[config.mk]
export PLATFORM = sky130hd
export DESIGN_NAME = mdu_ctrl_flat
export DESIGN_NICKNAME = d
export VERILOG_FILES = /design/src/rtl/mdu_if.sv /design/src/rtl/mdu_ctrl.sv /design/src/flat_wrapper.sv
export SDC_FILE = /design/constraint.sdc
export NUM_CORES = 1
export LEC_CHECK = 0
export ABC_AREA = 1
export CORE_UTILIZATION = 25
export CTS_BUF_LIST = sky130_fd_sc_hd__clkbuf_16
export DETAILED_ROUTE_END_ITERATION = 7
export HOLD_SLACK_MARGIN = 0.03
export MAX_ROUTING_LAYER = met4
export SLEW_MARGIN = 20
export SYNTH_ARGS = -nofsm -noshare
export SYNTH_HDL_FRONTEND = slang
export SYNTH_SLANG_ARGS = --single-unit
export TNS_END_PERCENT = 1
[constraint.sdc]
create_clock -name clk_i -period 4.53 [get_ports clk_i]
set_input_delay 0.906 -clock clk_i [delete_from_list [all_inputs] [get_ports clk_i]]
set_output_delay 0.906 -clock clk_i [all_outputs]
set_load 0.05 [all_outputs]
[src/rtl/mdu_if.sv]
// Request/response bundle between the EX stage and the multiply/divide sequencer.
interface mdu_if #(
    parameter int XLEN = 32
);
    logic            start_i;
    logic [2:0]      opcode_i;
    logic [XLEN-1:0] op_a_i;
    logic [XLEN-1:0] op_b_i;
    logic            flush_i;
    logic            busy_o;
    logic            stall_o;
    logic            valid_o;
    logic [XLEN-1:0] result_o;

    modport master (
        output start_i, opcode_i, op_a_i, op_b_i, flush_i,
        input  busy_o, stall_o, valid_o, result_o
    );

    modport slave (
        input  start_i, opcode_i, op_a_i, op_b_i, flush_i,
        output busy_o, stall_o, valid_o, result_o
    );
endinterface

[src/rtl/mdu_ctrl.sv]
// Iterative RV32M multiply/divide sequencer: 32-step shift-add multiply, restoring divide.
// Optional MDU_EARLY_OUT_EN: zero-operand multiplies and divide special cases finish in one cycle.
module mdu_ctrl #(
    parameter int XLEN  = 32,
    parameter int CNT_W = 6
) (
    input  logic clk_i,
    input  logic rst_i,
    mdu_if.slave bus
);
    typedef enum logic [1:0] {S_IDLE, S_CALC, S_FIX, S_DONE} state_t;

    localparam logic [XLEN-1:0] MIN_NEG = {1'b1, {(XLEN-1){1'b0}}};

    state_t           state_reg, state_next;
    logic [2:0]       op_reg;
    logic [XLEN-1:0]  hi_reg, lo_reg, b_reg, result_reg;
    logic [CNT_W-1:0] cnt_reg;
    logic             neg_reg, rem_neg_reg, div0_reg, busy_reg, valid_reg;

    logic             accept, is_div, a_signed, b_signed, sa, sb;
    logic [XLEN-1:0]  abs_a, abs_b;

    assign is_div = bus.opcode_i[2];
    assign accept = (state_reg == S_IDLE) && bus.start_i && !bus.flush_i;

    always_comb begin
        a_signed = 1'b0;
        b_signed = 1'b0;
        case (bus.opcode_i)
            3'd1, 3'd4, 3'd6: begin
                a_signed = 1'b1;
                b_signed = 1'b1;
            end
            3'd2:    a_signed = 1'b1;
            default: ;
        endcase
    end

    assign sa    = a_signed & bus.op_a_i[XLEN-1];
    assign sb    = b_signed & bus.op_b_i[XLEN-1];
    assign abs_a = sa ? -bus.op_a_i : bus.op_a_i;
    assign abs_b = sb ? -bus.op_b_i : bus.op_b_i;

    logic            early_take;
    logic [XLEN-1:0] early_res;
`ifdef MDU_EARLY_OUT_EN
    logic early_hit;
    always_comb begin
        early_hit = 1'b0;
        early_res = '0;
        if (is_div) begin
            if (bus.op_b_i == '0) begin
                early_hit = 1'b1;
                early_res = bus.opcode_i[1] ? bus.op_a_i : '1;
            end else if (!bus.opcode_i[0] && bus.op_a_i == MIN_NEG && bus.op_b_i == '1) begin
                early_hit = 1'b1;
                early_res = bus.opcode_i[1] ? '0 : MIN_NEG;
            end
        end else if (bus.op_a_i == '0 || bus.op_b_i == '0) begin
            early_hit = 1'b1;
        end
    end
    assign early_take = accept & early_hit;
`else
    assign early_take = 1'b0;
    assign early_res  = '0;
`endif

    // One iteration of each algorithm; hi/lo hold product or {remainder, quotient}.
    logic [XLEN:0]   mul_sum, rem_sh;
    logic [XLEN-1:0] rem_sub;
    logic            rem_ge;
    always_comb begin
        mul_sum = {1'b0, hi_reg} + (lo_reg[0] ? {1'b0, b_reg} : {(XLEN+1){1'b0}});
        rem_sh  = {hi_reg, lo_reg[XLEN-1]};
        rem_ge  = rem_sh >= {1'b0, b_reg};
        rem_sub = rem_sh[XLEN-1:0] - b_reg;
    end

    logic [2*XLEN-1:0] prod_fix;
    logic [XLEN-1:0]   quo_fix, rem_fix, fix_res;
    always_comb begin
        prod_fix = neg_reg ? -{hi_reg, lo_reg} : {hi_reg, lo_reg};
        // Divide-by-zero quotient is all ones regardless of sign; the remainder already equals op_a.
        quo_fix  = div0_reg ? '1 : (neg_reg ? -lo_reg : lo_reg);
        rem_fix  = rem_neg_reg ? -hi_reg : hi_reg;
        case (op_reg)
            3'd0:             fix_res = prod_fix[XLEN-1:0];
            3'd1, 3'd2, 3'd3: fix_res = prod_fix[2*XLEN-1:XLEN];
            3'd4, 3'd5:       fix_res = quo_fix;
            default:          fix_res = rem_fix;
        endcase
    end

    always_comb begin
        state_next = state_reg;
        case (state_reg)
            S_IDLE: if (accept) state_next = early_take ? S_DONE : S_CALC;
            S_CALC: begin
                if (bus.flush_i)                          state_next = S_IDLE;
                else if (cnt_reg == CNT_W'(XLEN - 1))     state_next = S_FIX;
            end
            S_FIX:   state_next = bus.flush_i ? S_IDLE : S_DONE;
            default: state_next = S_IDLE;
        endcase
    end

    always_ff @(posedge clk_i) begin
        if (rst_i) begin
            state_reg <= S_IDLE;
            busy_reg  <= 1'b0;
            valid_reg <= 1'b0;
        end else begin
            state_reg <= state_next;
            busy_reg  <= (state_next == S_CALC) || (state_next == S_FIX);
            valid_reg <= (state_next == S_DONE);
        end
    end

    always_ff @(posedge clk_i) begin
        if (rst_i) begin
            op_reg      <= '0;
            hi_reg      <= '0;
            lo_reg      <= '0;
            b_reg       <= '0;
            cnt_reg     <= '0;
            neg_reg     <= 1'b0;
            rem_neg_reg <= 1'b0;
            div0_reg    <= 1'b0;
            result_reg  <= '0;
        end else begin
            case (state_reg)
                S_IDLE: if (accept) begin
                    op_reg      <= bus.opcode_i;
                    cnt_reg     <= '0;
                    neg_reg     <= sa ^ sb;
                    rem_neg_reg <= sa;
                    div0_reg    <= (bus.op_b_i == '0);
                    hi_reg      <= '0;
                    lo_reg      <= is_div ? abs_a : abs_b;
                    b_reg       <= is_div ? abs_b : abs_a;
                    if (early_take) result_reg <= early_res;
                end
                S_CALC: begin
                    cnt_reg <= cnt_reg + 1'b1;
                    if (op_reg[2]) begin
                        hi_reg <= rem_ge ? rem_sub : rem_sh[XLEN-1:0];
                        lo_reg <= {lo_reg[XLEN-2:0], rem_ge};
                    end else begin
                        hi_reg <= mul_sum[XLEN:1];
                        lo_reg <= {mul_sum[0], lo_reg[XLEN-1:1]};
                    end
                end
                S_FIX: if (!bus.flush_i) result_reg <= fix_res;
                default: ;
            endcase
        end
    end

    assign bus.busy_o   = busy_reg;
    assign bus.valid_o  = valid_reg;
    assign bus.result_o = result_reg;
    assign bus.stall_o  = accept | busy_reg;
endmodule

[src/flat_wrapper.sv]
// flat-port wrapper written by rule: the top's interface ports become plain ports
module mdu_ctrl_flat 
#(
    parameter int XLEN  = 32,
    parameter int CNT_W = 6
)
  (clk_i, rst_i, bus_start_i, bus_opcode_i, bus_op_a_i, bus_op_b_i, bus_flush_i, bus_busy_o, bus_stall_o, bus_valid_o, bus_result_o);
  mdu_if #(.XLEN(XLEN)) bus_i ();
  input  logic clk_i;
  input  logic rst_i;
  input wire logic [$bits(bus_i.start_i)-1:0] bus_start_i;
  input wire logic [$bits(bus_i.opcode_i)-1:0] bus_opcode_i;
  input wire logic [$bits(bus_i.op_a_i)-1:0] bus_op_a_i;
  input wire logic [$bits(bus_i.op_b_i)-1:0] bus_op_b_i;
  input wire logic [$bits(bus_i.flush_i)-1:0] bus_flush_i;
  output wire logic [$bits(bus_i.busy_o)-1:0] bus_busy_o;
  output wire logic [$bits(bus_i.stall_o)-1:0] bus_stall_o;
  output wire logic [$bits(bus_i.valid_o)-1:0] bus_valid_o;
  output wire logic [$bits(bus_i.result_o)-1:0] bus_result_o;
  assign bus_i.start_i = bus_start_i;
  assign bus_i.opcode_i = bus_opcode_i;
  assign bus_i.op_a_i = bus_op_a_i;
  assign bus_i.op_b_i = bus_op_b_i;
  assign bus_i.flush_i = bus_flush_i;
  assign bus_busy_o = bus_i.busy_o;
  assign bus_stall_o = bus_i.stall_o;
  assign bus_valid_o = bus_i.valid_o;
  assign bus_result_o = bus_i.result_o;
  mdu_ctrl #(.XLEN(XLEN), .CNT_W(CNT_W)) u_core (.clk_i(clk_i), .rst_i(rst_i), .bus(bus_i));
endmodule
### Word level (Yosys, flattened, before mapping)

Index checks and enable logic that the tools add are counted.
Widths: inputs -> output; s select.

* register bits after elaboration: 144
* input port bits: 71
* output and inout port bits: 35
* logic and storage cells: 83

* eq/ne operators: 16
* order comparisons: 1
* mux-type cells: 26
* bitwise gates (word level): 5
* reductions and logical operators: 15
* $add $sub $neg: 8

Operators by type and width (number)
* $mux 32: 13
* $neg 32->32: 4
* $pmux 32 s2: 2
* $pmux 32 s3: 1
* $mux 64: 1
* $neg 64->64: 1
* $add 32x33->33: 1
* $ge 33x32->1: 1
* $logic_not 32->1: 1
* $sub 32x32->32: 1
* $eq 3x3->1 const B: 4
* $pmux 6 s2: 1
* $eq 3x2->1 const B: 3
* $mux 2: 4
* $add 6x1->6 const B: 1
* $eq 2x2->1 const B: 3
* $eq 3x1->1 const B: 2
* $eq 6x5->1 const B: 1
* $mux 6: 1
* $pmux 2 s3: 1
* $reduce_and 2->1: 3
* $reduce_or 3->1: 2
* $eq 2x1->1 const B: 2
* $reduce_or 4->1: 1
* other kinds (13): 16

### Logic depth before layout (Yosys ltp)

* depth after elaboration: 8
* depth in mapped cells: 21
* mapped depth without buffers: 19

### Worst setup path after synthesis

No wires, ideal clock.

* path type: input-to-output
* start point: input port bus_flush_i
* end point: output port bus_stall_o
* path buffers: 1
* cell stages on the path: 5
* data arrival time: 2014 ps
* setup slack: 1610 ps
* data required time: 3624 ps
* path through: nor2_1 > nand3_1 > inv_1 > clkbuf_1 > or2_2

* cells in the longest elaborated chain, start to end: 3

RTL lines
* from (decl): RTL line flat_wrapper.sv:15 `input wire logic [$bits(bus_i.flush_i)-1:0] bus_flush_i;`
* $logic_not 1->1: RTL line mdu_ctrl.sv:25 `assign accept = (state_reg == S_IDLE) && bus.start_i && !bus.flush_i;`
* $logic_and 1x1->1: RTL line mdu_ctrl.sv:25
* $or 1x1->1: RTL line mdu_ctrl.sv:164 `assign bus.stall_o = accept | busy_reg;`
* to (decl): RTL line flat_wrapper.sv:17 `output wire logic [$bits(bus_i.stall_o)-1:0] bus_stall_o;`

Every way passes these cells.

### Final worst setup path

Ends and elaborated chain as after synthesis.

==> flow_metrics.tcl <==
set metrics [dict create \
    layout-drive-gt1-share_pct 3.76 \
    rsz0062_at_grt "no" \
    skew_ns 0.0152 \
    grt_max_degree 86 \
    antenna_found_initial 0 \
    root_buffer "clkbuf_16" \
    ys_ff_latch 144 \
    cts_hold_buf 0 \
    nets 3506 \
    path_cells "clkdlybuf4s50_1 > nor2_1 > nand3_1 > inv_1 > buf_4 > or2_2 > buf_12" \
    grt_pass1_vias 20200 \
    nFillCells 8073 \
    drt_pass1_iterations 6 \
    min_path_cells 2 \
    diodes 0 \
    post_cts_resized 0 \
    status "completed" \
    placementRows 97 \
    cp_data_arrival_time_ns 2.36 \
    cp_slowest_cell "clkdlybuf4s50_1" \
    coreArea_um2 70000 \
    tightest_slew_ns 1.20 \
    max_stage_delay_ns 0.49 \
    syn_area_um2 17700 \
    finalMaxSlewViolations 0 \
    maxCapViolCount 0 \
    r2r_cells 11 \
    die_height_um 268 \
    crit_type "input port to output port" \
    placed_cell_area_um2 19800 \
    pin_count 106 \
    powerDensity_nw_per_um2 250 \
    cts_max_path_buffers 2 \
    cp.depth 7 \
    crit_required_ns 3.62 \
    holdWs_ns 0.465 \
    setup_viol 0 \
    design_area_um2 20400 \
    path_buf_inv 4 \
    grt_use_total_pct 24.1 \
    hold_violations 0 \
    syn2layout_area_growth_pct 14.9 \
    vdd_drop_max_mv 0.269 \
    maxSlewHeadroom_pct 20.0 \
    vias 22200 \
    cts_sinks 144 \
    cts_tree "done" \
    postCtsSetupRepairBufs 0 \
    cp-endpoint "bus_stall_o" \
    io_buffers 105 \
    synth_largest_type_area_fraction_pct 22.2 \
    wl_um 85000 \
    ant_nets 0 \
    period_minus_slack_ns 3.26 \
    ys_seq_area_share_pct 16.3 \
    syn_area_per_cell_um2 5.34 \
    layout_common_cells "nand2_1 (1050), inv_1 (487), nor2_1 (371)" \
    hold_class "flop to flop" \
    synthCells 3315 \
    syn_nets 3458 \
    numCtsBuffers 17 \
    post_drt_wl_per_cell_um 19.7 \
    hpwlAfterDp_um 68300 \
    crit_fanout 25 \
    start_util_pct 25.3 \
    synth_area_leaders "nand2_1 (22%), dfxtp_1 (16%), inv_1 (10%)" \
    layout_commonest_cell "nand2_1" \
    setup_tns_ns 0 \
    fp.dieW_um 268 \
    path_clk_slew_ns 0.06 \
    ys_types 51 \
    via_per_inst 5.14 \
    critPathTopFamily "buffers and inverters" \
    synth_largest_area_cell "nand2_1" \
    routabilityCongestion 1.02 \
    rr_startpoint "u_core.hi_reg[27]$_SDFFE_PP0P_" \
    critPathLaunchType "input port" \
    drt_iter0_drc 2215 \
    max_freq_mhz 307 \
    gr-total-overflow 0 \
    end_kind "output port" \
    htree_levels 4 \
    dieArea_um2 71900 \
    r2r_slack_ns 1.29 \
    drc 0 \
    ys_warn_count 0 \
    crit_start "bus_flush_i" \
    grt_pass1_wl_um 126000 \
    finalCritPeriodShare_pct 72.0 \
    rr_endpoint "u_core.hi_reg[21]$_SDFFE_PP0P_" \
    clk_latency_ns 0.49 \
    power.total_mw 5.10 \
    leakage_nw 9.97 \
]
==> per-layer routing <==
layer	up-vias	global-route usage (%)	share of wire, %
met1	10200	30.3	42
li1	10700	-	-
met3	190	3.79	8.7
met4	0	10.9	4.7
met2	1099	37.8	45
met5	-	-	0
==> per-stage QoR <==
step | worst slack (ns) | util [%] | instances
after CTS | 1.27 | 29.1 | 4316
after global placement | 0.910 | 28.2 | 4284
after floorplan | 1.61 | - | 3315
after detailed placement | 0.951 | 28.2 | 4284
final | 1.27 | 29.1 | 4316
after global routing | 1.12 | 29.1 | 4316
==> cell usage after synthesis, drive strengths merged <==
cell and number:
o21ai 219, o22ai 7, o21bai 8, nand4 61
clkinv 4, nor3b 1, xnor2 26, nand3 297
a21oi 210, nand2 1056, o211ai 34, buf 31
a41oi 1, a211oi 1, and2 5, and3 1
a22oi 3, o41ai 1, a21o 3, o21a 3
a31oi 15, o31ai 2, nand3b 31, xor2 73
nor3 30, or2 7, dfxtp 144, inv 494
ha 70, clkbuf 81, nor2 385, fa 2
nor4 5, a221oi 3, o221ai 1
==> how the worst min path moves through the flow <==
stage,from,to,slack (ns)
after CTS,u_core.bus.result_o[9]$_SDFFE_PP0P_,u_core.bus.result_o[9]$_SDFFE_PP0P_,0.47
after global routing,u_core.bus.result_o[25]$_SDFFE_PP0P_,u_core.bus.result_o[25]$_SDFFE_PP0P_,0.48
final,u_core.bus.result_o[26]$_SDFFE_PP0P_,u_core.bus.result_o[26]$_SDFFE_PP0P_,0.46
after global placement,u_core.bus.result_o[24]$_SDFFE_PP0P_,u_core.bus.result_o[24]$_SDFFE_PP0P_,0.46
after floorplan,u_core.div0_reg$_SDFFE_PP0P_,u_core.div0_reg$_SDFFE_PP0P_,0.45
after detailed placement,u_core.bus.result_o[9]$_SDFFE_PP0P_,u_core.bus.result_o[9]$_SDFFE_PP0P_,0.46
==> layout make-up <==
cell class	count	area, µm²	area share (%)
multi-input cells	2561	12500	61.4
flip-flops and latches	144	2890	14.2
inverters	498	1870	9.18
repair buffers	141	1330	6.53
well taps	940	1180	5.78
clock buffers	17	425	2.09
clock inverters	15	175	0.860
==> cell families after synthesis <==
kind of cell | count (synthesis) | synth area share (%)
AO/OA/AOI/OAI | 511 | 15.6
XOR/XNOR | 99 | 4.89
adder cells (fa/ha/maj) | 72 | 5.17
buffers and inverters | 610 | 13.2
flip-flops | 144 | 16.3
AND/OR/NAND/NOR | 1879 | 44.8
==> power by group <==
part	internal [mW]	switching [mW]
sequential	1.32	0.125
combinational	0.626	1.50
clock	0.829	0.691
total	2.78	2.32
==> worst register-to-register path, cell delays in order (launching register included) <==
cell and delay (ns):
dfxtp_1 0.76, ha_1 0.42, nand2_1 0.16, nor2_1 0.18
nand2_1 0.10, a21oi_1 0.30, nor2_4 0.09, nand2_4 0.21
buf_4 0.32, nand3_1 0.26, nand3b_1 0.18, a21oi_1 0.08
Note: power is estimated with default switching activity, not from simulation.
